--- src/rtl/log_axi_read_bridge.sv ---
// AXI4-Lite read master for the CFI/DFI log arbiter: one single-word AR/R
// transaction per trigger edge, with a bounded wait and a legal drain of abandoned reads.
module log_axi_read_bridge #(
   parameter int                    ADDR_WIDTH     = 32,
   parameter int                    DATA_WIDTH     = 32,
   parameter logic [ADDR_WIDTH-1:0] ADDR_OFFSET    = '0,
   parameter int                    TIMEOUT_CYCLES = 256
) (
   input  logic                  clk,
   input  logic                  rst,
   input  logic [ADDR_WIDTH-1:0] i_mem_addr,
   input  logic                  i_read_trigger,
   output logic [DATA_WIDTH-1:0] o_mem_value,
   output logic                  o_done,
   output logic                  o_error,
   output logic                  o_busy,
   output logic [ADDR_WIDTH-1:0] m_axi_araddr,
   output logic [2:0]            m_axi_arprot,
   output logic                  m_axi_arvalid,
   input  logic                  m_axi_arready,
   input  logic [DATA_WIDTH-1:0] m_axi_rdata,
   input  logic [1:0]            m_axi_rresp,
   input  logic                  m_axi_rvalid,
   output logic                  m_axi_rready
);

   localparam int               CNT_W    = (TIMEOUT_CYCLES > 1) ? $clog2(TIMEOUT_CYCLES) : 1;
   localparam bit               TMO_EN   = (TIMEOUT_CYCLES > 0);
   localparam logic [CNT_W-1:0] TMO_LAST = TMO_EN ? CNT_W'(TIMEOUT_CYCLES - 1) : '0;

   typedef enum logic [2:0] {
      S_IDLE,
      S_AR,
      S_R,
      S_DONE,
      S_DRAIN
   } state_t;

   state_t                  state_reg;
   logic [ADDR_WIDTH-1:0]   araddr_reg;
   logic                    arvalid_reg;
   logic                    rready_reg;
   logic [DATA_WIDTH-1:0]   mem_value_reg;
   logic                    done_reg;
   logic                    error_reg;
   logic                    busy_reg;
   logic                    trig_q;
   logic [CNT_W-1:0]        tmo_cnt_reg;

   logic start;
   logic ar_hs;
   logic r_hs;
   logic expire;

   always_comb begin
      start  = i_read_trigger & ~trig_q;
      ar_hs  = arvalid_reg & m_axi_arready;
      r_hs   = rready_reg & m_axi_rvalid;
      expire = TMO_EN && (tmo_cnt_reg == TMO_LAST);
   end

   always_ff @(posedge clk or negedge rst) begin
      if (!rst) begin
         state_reg     <= S_IDLE;
         araddr_reg    <= '0;
         arvalid_reg   <= 1'b0;
         rready_reg    <= 1'b0;
         mem_value_reg <= '0;
         done_reg      <= 1'b0;
         error_reg     <= 1'b0;
         busy_reg      <= 1'b0;
         trig_q        <= 1'b1;
         tmo_cnt_reg   <= '0;
      end else begin
         trig_q    <= i_read_trigger;
         done_reg  <= 1'b0;
         error_reg <= 1'b0;
         case (state_reg)
            // DONE shares IDLE's acceptance so back-to-back requests skip a dead cycle
            S_IDLE, S_DONE: begin
               if (start) begin
                  araddr_reg  <= i_mem_addr + ADDR_OFFSET;
                  arvalid_reg <= 1'b1;
                  tmo_cnt_reg <= '0;
                  busy_reg    <= 1'b1;
                  state_reg   <= S_AR;
               end else begin
                  busy_reg  <= 1'b0;
                  state_reg <= S_IDLE;
               end
            end
            S_AR, S_R: begin
               if (ar_hs) begin
                  arvalid_reg <= 1'b0;
                  rready_reg  <= 1'b1;
               end
               // A handshake on the expiry cycle still completes normally
               if (r_hs) begin
                  rready_reg    <= 1'b0;
                  mem_value_reg <= (m_axi_rresp == 2'b00) ? m_axi_rdata : '0;
                  error_reg     <= (m_axi_rresp != 2'b00);
                  done_reg      <= 1'b1;
                  state_reg     <= S_DONE;
               end else if (expire) begin
                  mem_value_reg <= '0;
                  error_reg     <= 1'b1;
                  done_reg      <= 1'b1;
                  state_reg     <= S_DRAIN;
               end else begin
                  tmo_cnt_reg <= tmo_cnt_reg + 1'b1;
                  if (ar_hs) begin
                     state_reg <= S_R;
                  end
               end
            end
            S_DRAIN: begin
               // Finish whichever half of the abandoned transaction is still open
               if (ar_hs) begin
                  arvalid_reg <= 1'b0;
                  rready_reg  <= 1'b1;
               end
               if (r_hs) begin
                  rready_reg <= 1'b0;
                  busy_reg   <= 1'b0;
                  state_reg  <= S_IDLE;
               end
            end
            default: begin
               arvalid_reg <= 1'b0;
               rready_reg  <= 1'b0;
               busy_reg    <= 1'b0;
               state_reg   <= S_IDLE;
            end
         endcase
      end
   end

   assign o_mem_value   = mem_value_reg;
   assign o_done        = done_reg;
   assign o_error       = error_reg;
   assign o_busy        = busy_reg;
   assign m_axi_araddr  = araddr_reg;
   assign m_axi_arprot  = 3'b000;
   assign m_axi_arvalid = arvalid_reg;
   assign m_axi_rready  = rready_reg;

endmodule

--- config.mk ---
export PLATFORM = sky130hd
export DESIGN_NAME = log_axi_read_bridge
export DESIGN_NICKNAME = d
export VERILOG_FILES = /design/src/rtl/log_axi_read_bridge.sv
export SDC_FILE = /design/constraint.sdc
export NUM_CORES = 1
export LEC_CHECK = 0
export ABC_AREA = 1
export BUFFER_PORTS_ARGS = -buffer_cell sky130_fd_sc_hd__buf_2
export CAP_MARGIN = 25
export CORE_ASPECT_RATIO = 2
export CORE_MARGIN = 4
export CORE_UTILIZATION = 40
export DETAILED_ROUTE_END_ITERATION = 12
export PLACE_DENSITY = 0.68
export SLEW_MARGIN = 10
export SYNTH_ARGS = -nofsm -noshare
export SYNTH_HDL_FRONTEND = slang
export SYNTH_SLANG_ARGS = --single-unit
export TNS_END_PERCENT = 50
--- constraint.sdc ---
create_clock -name clk -period 2.67 [get_ports clk]
set_input_delay 0.267 -clock clk [delete_from_list [all_inputs] [get_ports clk]]
set_output_delay 0.267 -clock clk [all_outputs]
set_load 0.02 [all_outputs]
# Word level (Yosys, flattened, before mapping)
# Cells that the tools add are included.
word_totals:
  elab_cells: 71
  reg_bits: 81
  out_inout_bits: 72
  input_bits: 71
op_classes:
  add_sub_neg: 1
  eq_ne: 12
  reduce_logical: 15
  bitwise: 6
  muxes: 27
op_table:
  columns: ["cell", "n"]
  rows:
  - ["$mux 32", 3]
  - ["$mux 8", 3]
  - ["$pmux 8 s2", 1]
  - ["$mux 1", 12]
  - ["$mux 3", 4]
  - ["$reduce_and 2->1", 6]
  - ["$pmux 3 s3", 1]
  - ["$add 8x1->8 const B", 1]
  - ["$eq 8x8->1 const B", 1]
  - ["$ne 2x2->1 const B", 4]
  - ["$eq 3x2->1 const B", 2]
  - ["$reduce_bool 2->1", 3]
  - ["$ne 4x4->1 const B", 1]
  - ["$pmux 1 s2", 2]
  - ["$reduce_and 4->1", 1]
  - ["$reduce_or 2->1", 2]
  - ["$and 1x1->1", 3]
  - ["$eq 3x1->1 const B", 1]
  - ["$eq 3x3->1 const B", 1]
  - ["$logic_not 3->1", 1]
  - ["$ne 3x1->1 const B", 1]
  - ["$not 1->1", 3]
  - ["$pmux 1 s3", 1]
  - ["$reduce_or 3->1", 1]
  - ["other kinds (2)", 2]

# Logic depth before layout (Yosys ltp)
# Gate-level depths: netlist of run 1.
logic_depth:
  word_depth: 5
  ltp_mapped: 10
  depth_no_buf: 9

# Worst setup path after synthesis of run 1
# OpenSTA, ideal clock, no wires.
synth_path:
  path_kind: "reg2reg"
  from: "reg tmo_cnt_reg[0]"
  to: "reg mem_value_reg[15] (netlist: o_mem_value[15])"
  n_path_buf: 2
  required_time_ns: 2.552
  stages_incl_launch_ff: 10
  arrival_ns: 1.365
  synth_period_minus_slack_ns: 1.483
  setup_slack_ns: 1.187
  setup_ns: 0.118
  path_cell_list: "dfrtp_1 ha_1 nand2_2 nor2_4 nand2_2 inv_2 o21ai_2 buf_6 buf_6 o21ai_2"
synth_between:
  elab_chain_len: 3
synth_rtl:
  columns: ["item", "line_no", "source"]
  rows:
  - ["start, declared", "48", "logic [CNT_W-1:0] tmo_cnt_reg;"]
  - ["start signal, assigned", "110", "tmo_cnt_reg <= tmo_cnt_reg + 1'b1;"]
  - ["$eq 8x8->1", "59", "expire = TMO_EN && (tmo_cnt_reg == TMO_LAST);"]
  - ["$reduce_bool 2->1 (no source line)", null, null]
  - ["$reduce_and 2->1 (no source line)", null, null]
  - ["end signal, assigned", "100", "mem_value_reg <= (m_axi_rresp == 2'b00) ? m_axi_rdata : '0;"]
  - ["end, declared", "43", "logic [DATA_WIDTH-1:0] mem_value_reg;"]
# No other way between the ends.
# A chain may end at the register's enable or synchronous reset.

# Worst setup path after layout of run 1
layout_path:
  from: "reg tmo_cnt_reg[0]"
  to: "reg mem_value_reg[5] (netlist: o_mem_value[5])"
# The elaborated chain is that of the path after synthesis.

==> metrics.md, run 1 <==
| Metric | Value |
|---|---|
| Status | complete, no violations |
| Final GP Congestion | 0.870 |
| GRT overflow | 0 |
| Worst min path class | in -> reg |
| Row Count | just under 50 |
| Clk sinks | 81 |
| Capturing point of the worst reg2reg path | o_mem_value[5]$_DFFE_PN0P_ |
| Top-Level Pins | around 140 |
| Share of post-route cells with drive strength above 1 | between 30% and 40% |
| Gr usage total | 16.5% |
| CP endpoint kind | flip-flop |
| TritonCTS clock tree | done |
| Final Max Slew Viols | 0 |
| Final setup fails | 0 |
| R2r worst-path depth | 8 |
| Crit path DAT | 2.09 ns |
| Fin cells | 663 |
| Worst-path maximum fanout | 66 |
| Cell variety after synth | 26 |
| Synth warnings | 0 |
| Initial antenna violation count | 0 |
| First-pass GRT wire length | 13.7 mm |
| Peak Freq | 0.523 GHz |
| Reg2Reg Setup Slack | roughly 0.76 ns |
| Synth-to-layout area growth | 29.6% |
| Worst hold stages | 1 |
| Leakage | 2.62 nW |
| Vias | roughly 3000 |
| Post-Syn Area | around 0.0036 sq mm |
| Syn Area/Cell | just under 9 sq um |
| Unrepaired setup endpoints after global routing | no |
| Placed inst area | 0.00437 sq mm |
| Min-delay src | i_read_trigger |
| Startpoint Class | flip-flop |
| Hold endpoint | trig_q$_DFF_PN1_ |
| Routed len/inst | roughly 13 um |
| #FFs+latches synth | 81 |
| Die area | 0.0108 sq mm |
| Critical Path RT | 2.85 ns |
| Vias per cell | 4.59 |
| Core ar. | 0.00895 sq mm |
| DRC viols | 0 |
| Pin count of the biggest net entering global routing | 82 |
| Pwr per Cell Area | 994 mW/mm^2 |
| Clock period minus worst slack | 1.91 ns |
| Die width | approximately 76 um |
| Measured slew at the worst slew-check pin | 0.669 ns |
| Reg clk slew, reported paths | approximately 0.06 ns |
| Nets | 628 |
| Tcrit/Tclk final | 71.6% |
| PortBufs | 139 |
| Critical path class | reg -> reg |
| DRT iter0 DRCs | between 200 and 250 |
| Reg2reg start | tmo_cnt_reg[0]$_DFFE_PN0P_ |
| Maxcap violations | 0 |
| Worst rel slew slack | 55.4% |
| Final hold slack | 0.0696 ns |
| Sequential share of the synthesized area | 55.6% |
| Diodes inserted | 0 |
| Drt pass-1 iters | 4 |
| Peak VDD IR | between 0.6 and 0.7 mV |
| Starting Density | around 41% |
| Worst-case clock buffer depth | 2 |
| Worst-Skew Late Latency | roughly 0.32 ns |
| Final instance area | 0.00473 sq mm |
| Clk_skew | 0.00583 ns |
| Post-route ant nets | 0 |
| Number of global-route vias before repair | 2966 |
| Post-Place Cells | 645 |
| Die H | 143 um |
| Pwr Total | around 4.7 mW |
| H-tree depth | 3 |
| Clk root buf | clkbuf_16 |
| Detailed Route WL | 8.69 mm |
| Commonest cells after routing, fill and taps aside | nand2_1 (153), buf_2 (138), dfrtp_1 (80) |
| Cells after Synth | 419 |
| Setup TNS | 0 ns |
| Most common cell after layout, fill and taps aside | nand2_1 |
| Number of CTS-inserted buffers | 9 |
| Final hold vios | 0 |
| DP HPWL | 6.48 mm |
## what timing repair did
| action | in CTS | in global routing |
|---|---|---|
| hold endpoints to repair | 0 | 19 |
| resized for setup | 0 | 0 |
| hold buffers | 0 | 1 |
| buffers inserted | 0 | 0 |
## through the flow
stage                     utilization (%)  worst slack, ns
final                                52.8            0.757
after global routing                 52.8            0.539
after CTS                            52.4            0.747
after detailed placement             48.8            0.761
after global placement               48.8            0.809
after floorplan                         -             1.19
## worst max-delay path by stage
stage                     depth (start not counted)                       start  slack, ns                     endpoint
after floorplan                                   9  tmo_cnt_reg[0]$_DFFE_PN0P_       1.19  o_mem_value[15]$_DFFE_PN0P_
after global placement                            8  tmo_cnt_reg[0]$_DFFE_PN0P_       0.81   o_mem_value[5]$_DFFE_PN0P_
after detailed placement                          8  tmo_cnt_reg[0]$_DFFE_PN0P_       0.76   o_mem_value[5]$_DFFE_PN0P_
after CTS                                         8  tmo_cnt_reg[0]$_DFFE_PN0P_       0.75   o_mem_value[5]$_DFFE_PN0P_
after global routing                              8  tmo_cnt_reg[0]$_DFFE_PN0P_       0.54   o_mem_value[5]$_DFFE_PN0P_
final                                             8  tmo_cnt_reg[0]$_DFFE_PN0P_       0.76   o_mem_value[5]$_DFFE_PN0P_
## layer usage
metal	GRT usage [%]	part of all wire, %	up-vias
met5	0	0	-
met4	6.73	2.3	0
met3	4.58	5.4	15
met2	29.5	57	86
met1	17.7	35	1380
li1	-	-	1565
## synthesized netlist by cell type (all sizes together)
| cell type | instances | area [sq um] |
|---|---|---|
| nand4 | 1 | 6.26 |
| o21ai | 67 | 407 |
| inv | 49 | 184 |
| nor3 | 1 | 10.0 |
| a21oi | 4 | 20.0 |
| nand3b | 2 | 15.0 |
| clkbuf | 1 | 3.75 |
| dfstp | 1 | 26.3 |
| buf | 19 | 159 |
| nor2 | 15 | 81.3 |
| nand3 | 14 | 75.1 |
| o21bai | 2 | 15.0 |
| ha | 1 | 12.5 |
| conb | 1 | 3.75 |
| xnor2 | 1 | 8.76 |
| nand2 | 160 | 618 |
| dfrtp | 80 | 2000 |
## kinds of logic after synthesis
group,synth area share [%]
DFF,55.6
buffers and inverters,9.50
other,0.103
adders and majority gates,0.343
AOI/OAI and AO/OA,12.1
xor gates and xnor gates,0.240
and+or+nand+nor,22.1
## worst max-delay path, stage by stage, from the launching register on
cell and delay (ns):
dfrtp_1 0.40, ha_1 0.24, nand2_2 0.11, nor2_4 0.05, nand2_2 0.09, inv_2 0.05, o21ai_4 0.10, buf_4 0.55
o21ai_0 0.16
## cell type report
type                            count  area, sq um
Clock buffer                       12          246
Multi-Input combinational cell    271         1290
Tap cell                          102          128
Timing Repair Buffer              144          771
Sequential cell                    81         2030
Fill cell                         873         4220
Clock inverter                      4         76.3
Inverter                           49          184
## report_power, final
part / internal, mW / total [mW] / switching, mW
sequential: 1.55 / 1.74 / 0.190
combinational: 0.531 / 1.65 / 1.12
clock: 0.847 / 1.31 / 0.463
Power figures use the tool's default switching activity.
==> inputs of run 2 (changes only) <==
PLACE_DENSITY = 0.7   (was 0.68)
clock period = 1.67 ns   (was 2.67 ns; I/O delays follow)
==> run 2 against run 1 <==
  * Design area grew 2.2%
  * Clock power is 47% higher
  * Via count rose by 2.9%
  * Wire length is 1.6% higher
  * Core utilization increased by 1.2 points
  * Critical path depth increased by 1
  * Sequential share of layout area fell by 0.91 points
  * Total power up 59%
  * Flip-flop and latch count is the same
  * Maximum frequency grew 20%
  * Combinational power is 67% higher
  * Worst hold slack improved by 0.0044 ns
  * Critical path type unchanged
  * Critical endpoint is now o_mem_value[26]$_DFFE_PN0P_
==> metrics.md, run 2 (synthesis results as in run 1) <==
| Metric | Value |
|---|---|
| CP endpoint kind | flip-flop |
| Gr usage total | 16.3% (-0.22 points) |
| Nets | 634 (+0.96%) |
| Reg clk slew, reported paths | 0.06 ns (about the same) |
| Fin cells | 669 (+0.90%) |
| Final hold vios | 0 (unchanged) |
| Switching power | 2.88 mW (+62%) |
| Maxcap violations | 0 (unchanged) |
| Starting Density | 40.7% (unchanged) |
| Critical Path, Cell by Cell | ha_4 > nand2_2 > nor2_4 > nand2_2 > inv_2 > o21ai_4 > buf_12 > buf_6 > o21ai_1 |
| Part of the power in registers | 37.3% (+0.3 points) |
| Worst-case clock buffer depth | 2 (unchanged) |
| Worst-Skew Late Latency | 0.33 ns (about the same) |
| Clk sinks | 81 (unchanged) |
| Number of CTS-inserted buffers | 9 (unchanged) |
| GRT overflow | 0 (unchanged) |
| First-pass GRT wire length | 13.7 mm (unchanged) |
| Final instance area | 0.00483 sq mm (+2.2%) |
| Crit path max-delay family | flip-flops |
| Final GP Congestion | 0.852 (-2.1%) |
| Critical path class | reg -> reg |
| Cell internal pwr | 4.61 mW (+58%) |
| Post-route ant nets | 0 (unchanged) |
| R2r worst-path depth | 9 (+1) |
| Leakage | 2.66 nW (+1.7%) |
| CP dominant cell by count | nand2_2 |
| Vias | 3134 (+2.9%) |
| H-tree depth | 3 (unchanged) |
| Crit path largest cell delay | 0.44 ns (-0.11 ns) |
| Critical Path RT | 1.88 ns (-0.97 ns) |
| Peak Freq | 0.628 GHz (+20%) |
| Initial antenna violation count | 0 (unchanged) |
| Clk root buf | clkbuf_16 |
| TritonCTS clock tree | done |
| Worst hold stages | 3 (+2) |
| Row Count | 49 (unchanged) |
| Die width | 75.5 um (unchanged) |
| Vias per cell | 4.68 (+2.0%) |
| Setup TNS | 0 ns (unchanged) |
| Post-Place Cells | 647 (+0.31%) |
| Final Max Slew Viols | 0 (unchanged) |
| Pwr Total | 7.49 mW (+59%) |
| DRT iter0 DRCs | 116 (-52%) |
| Clock power frac | 25.8% (-2.1 points) |
| Fillers | 845 (-3.2%) |
| Die area | 0.0108 sq mm (unchanged) |
| Worst-path maximum fanout | 16 (-76%) |
| Crit path DAT | 1.81 ns (-0.28 ns) |
| Drt pass-1 iters | 4 (unchanged) |
| Pin count of the biggest net entering global routing | 82 (unchanged) |
| DP HPWL | 6.30 mm (-2.8%) |
| Crit-path slowest cell | dfrtp_2 |
| Clock period minus worst slack | 1.59 ns (-0.321 ns) |
| DRC viols | 0 (unchanged) |
| WP depth | 9 (+1) |
| Number of global-route vias before repair | 3208 (+8.2%) |
| Diodes inserted | 0 (unchanged) |
| Peak VDD IR | 0.851 mV (+32%) |
| Clk_skew | 0.00405 ns (-0.00178 ns) |
| Detailed Route WL | 8.83 mm (+1.6%) |
| Core ar. | 0.00895 sq mm (unchanged) |
| Most common cell after layout, fill and taps aside | nand2_1 |
| Synth-to-layout area growth | 32.5% |
| Top-Level Pins | 143 (unchanged) |
| Bufs and invs on worst path | 3 (+1) |
| Final setup fails | 0 (unchanged) |
| PortBufs | 139 (unchanged) |
| Tcrit/Tclk final | 95.3% (+24 points) |
| Worst min path class | in -> reg |
| Startpoint Class | flip-flop |
| Status | complete, no violations |
| Die H | 143 um (unchanged) |
| Commonest cells after routing, fill and taps aside | nand2_1 (153), buf_2 (138), dfrtp_1 (79) |
| Sw Share | 38.4% (+0.66 points) |
| Share of post-route cells with drive strength above 1 | 36.0% (+1.0 points) |
| Placed inst area | 0.00442 sq mm (+1.2%) |
| Pwr per Cell Area | 1550 mW/mm^2 (+56%) |
| Combinational share of power | 36.9% (+1.7 points) |
| Routed len/inst | 13.2 um (+0.71%) |
| Finished Core Util | 54.0% (+1.2 points) |
-- run 2: worst paths after layout --
check / startpoint / endpoint / slack [ns]
max reg2reg: tmo_cnt_reg[0]$_DFFE_PN0P_ / o_mem_value[26]$_DFFE_PN0P_ / 0.08
max in group asynchronous: rst / tmo_cnt_reg[0]$_DFFE_PN0P_ / 0.93
min in group asynchronous: rst / m_axi_araddr[28]$_DFFE_PN0P_ / 0.39
min reg2reg: o_busy$_DFFE_PN0P_ / o_busy$_DFFE_PN0P_ / 0.47
min: i_mem_addr[11] / m_axi_araddr[11]$_DFFE_PN0P_ / 0.07
max: tmo_cnt_reg[0]$_DFFE_PN0P_ / o_mem_value[26]$_DFFE_PN0P_ / 0.08
-- run 2: cell type report --
class,count,area (sq um),share of cell area [%]
clock buffers,11,243,5.02
clock inverters,5,55.1,1.14
inverters,49,184,3.81
multi-input cells,271,1310,27.0
flip-flops and latches,81,2030,42.0
well taps,102,128,2.64
repair buffers,150,887,18.4
-- run 2: power by group through the flow --
stage          logic, mW  clock network [mW]  registers [mW]
4_1_cts             2.70                1.98            2.79
6_report            2.76                1.93            2.80
3_3_place_gp        2.63                   0            2.80
3_5_place_dp        2.69                   0            2.81
5_1_grt             3.05                2.07            2.86
2_1_floorplan       1.24                   0            3.35
-- run 2: through the flow --
step           setup WS [ns]  hold WS [ns]
5_1_grt             -0.00392        0.0688
2_1_floorplan          0.187        -0.129
6_report              0.0779        0.0740
4_1_cts               0.0346        0.0661
3_5_place_dp          0.0426         0.231
3_3_place_gp           0.102         0.224
-- run 2: timing repair --
| item | in CTS | in global routing |
|---|---|---|
| pin swaps | 0 | 2 |
| endpoints found under the setup margin | 1 | 33 |
| endpoints found under the hold margin | 81 | 0 |
| resized for setup | 1 | 2 |
| hold buffers | 2 | 0 |
| setup buffers | 0 | 1 |
| gates cloned | 0 | 3 |
-- run 2: metal layers --
layer | share of wire (%) | GRT usage (%) | vias up
li1 | - | - | 1581
met3 | 4.0 | 3.10 | 16
met2 | 57 | 30.1 | 82
met1 | 36 | 16.4 | 1455
met5 | 0 | 0 | -
met4 | 2.8 | 8.48 | 0
-- run 2: tightest hold or removal path: cells and delay by family --
family	cells	cell delay (ns)
AOI/OAI and AO/OA	1	0.06
buffers and inverters	2	0.13
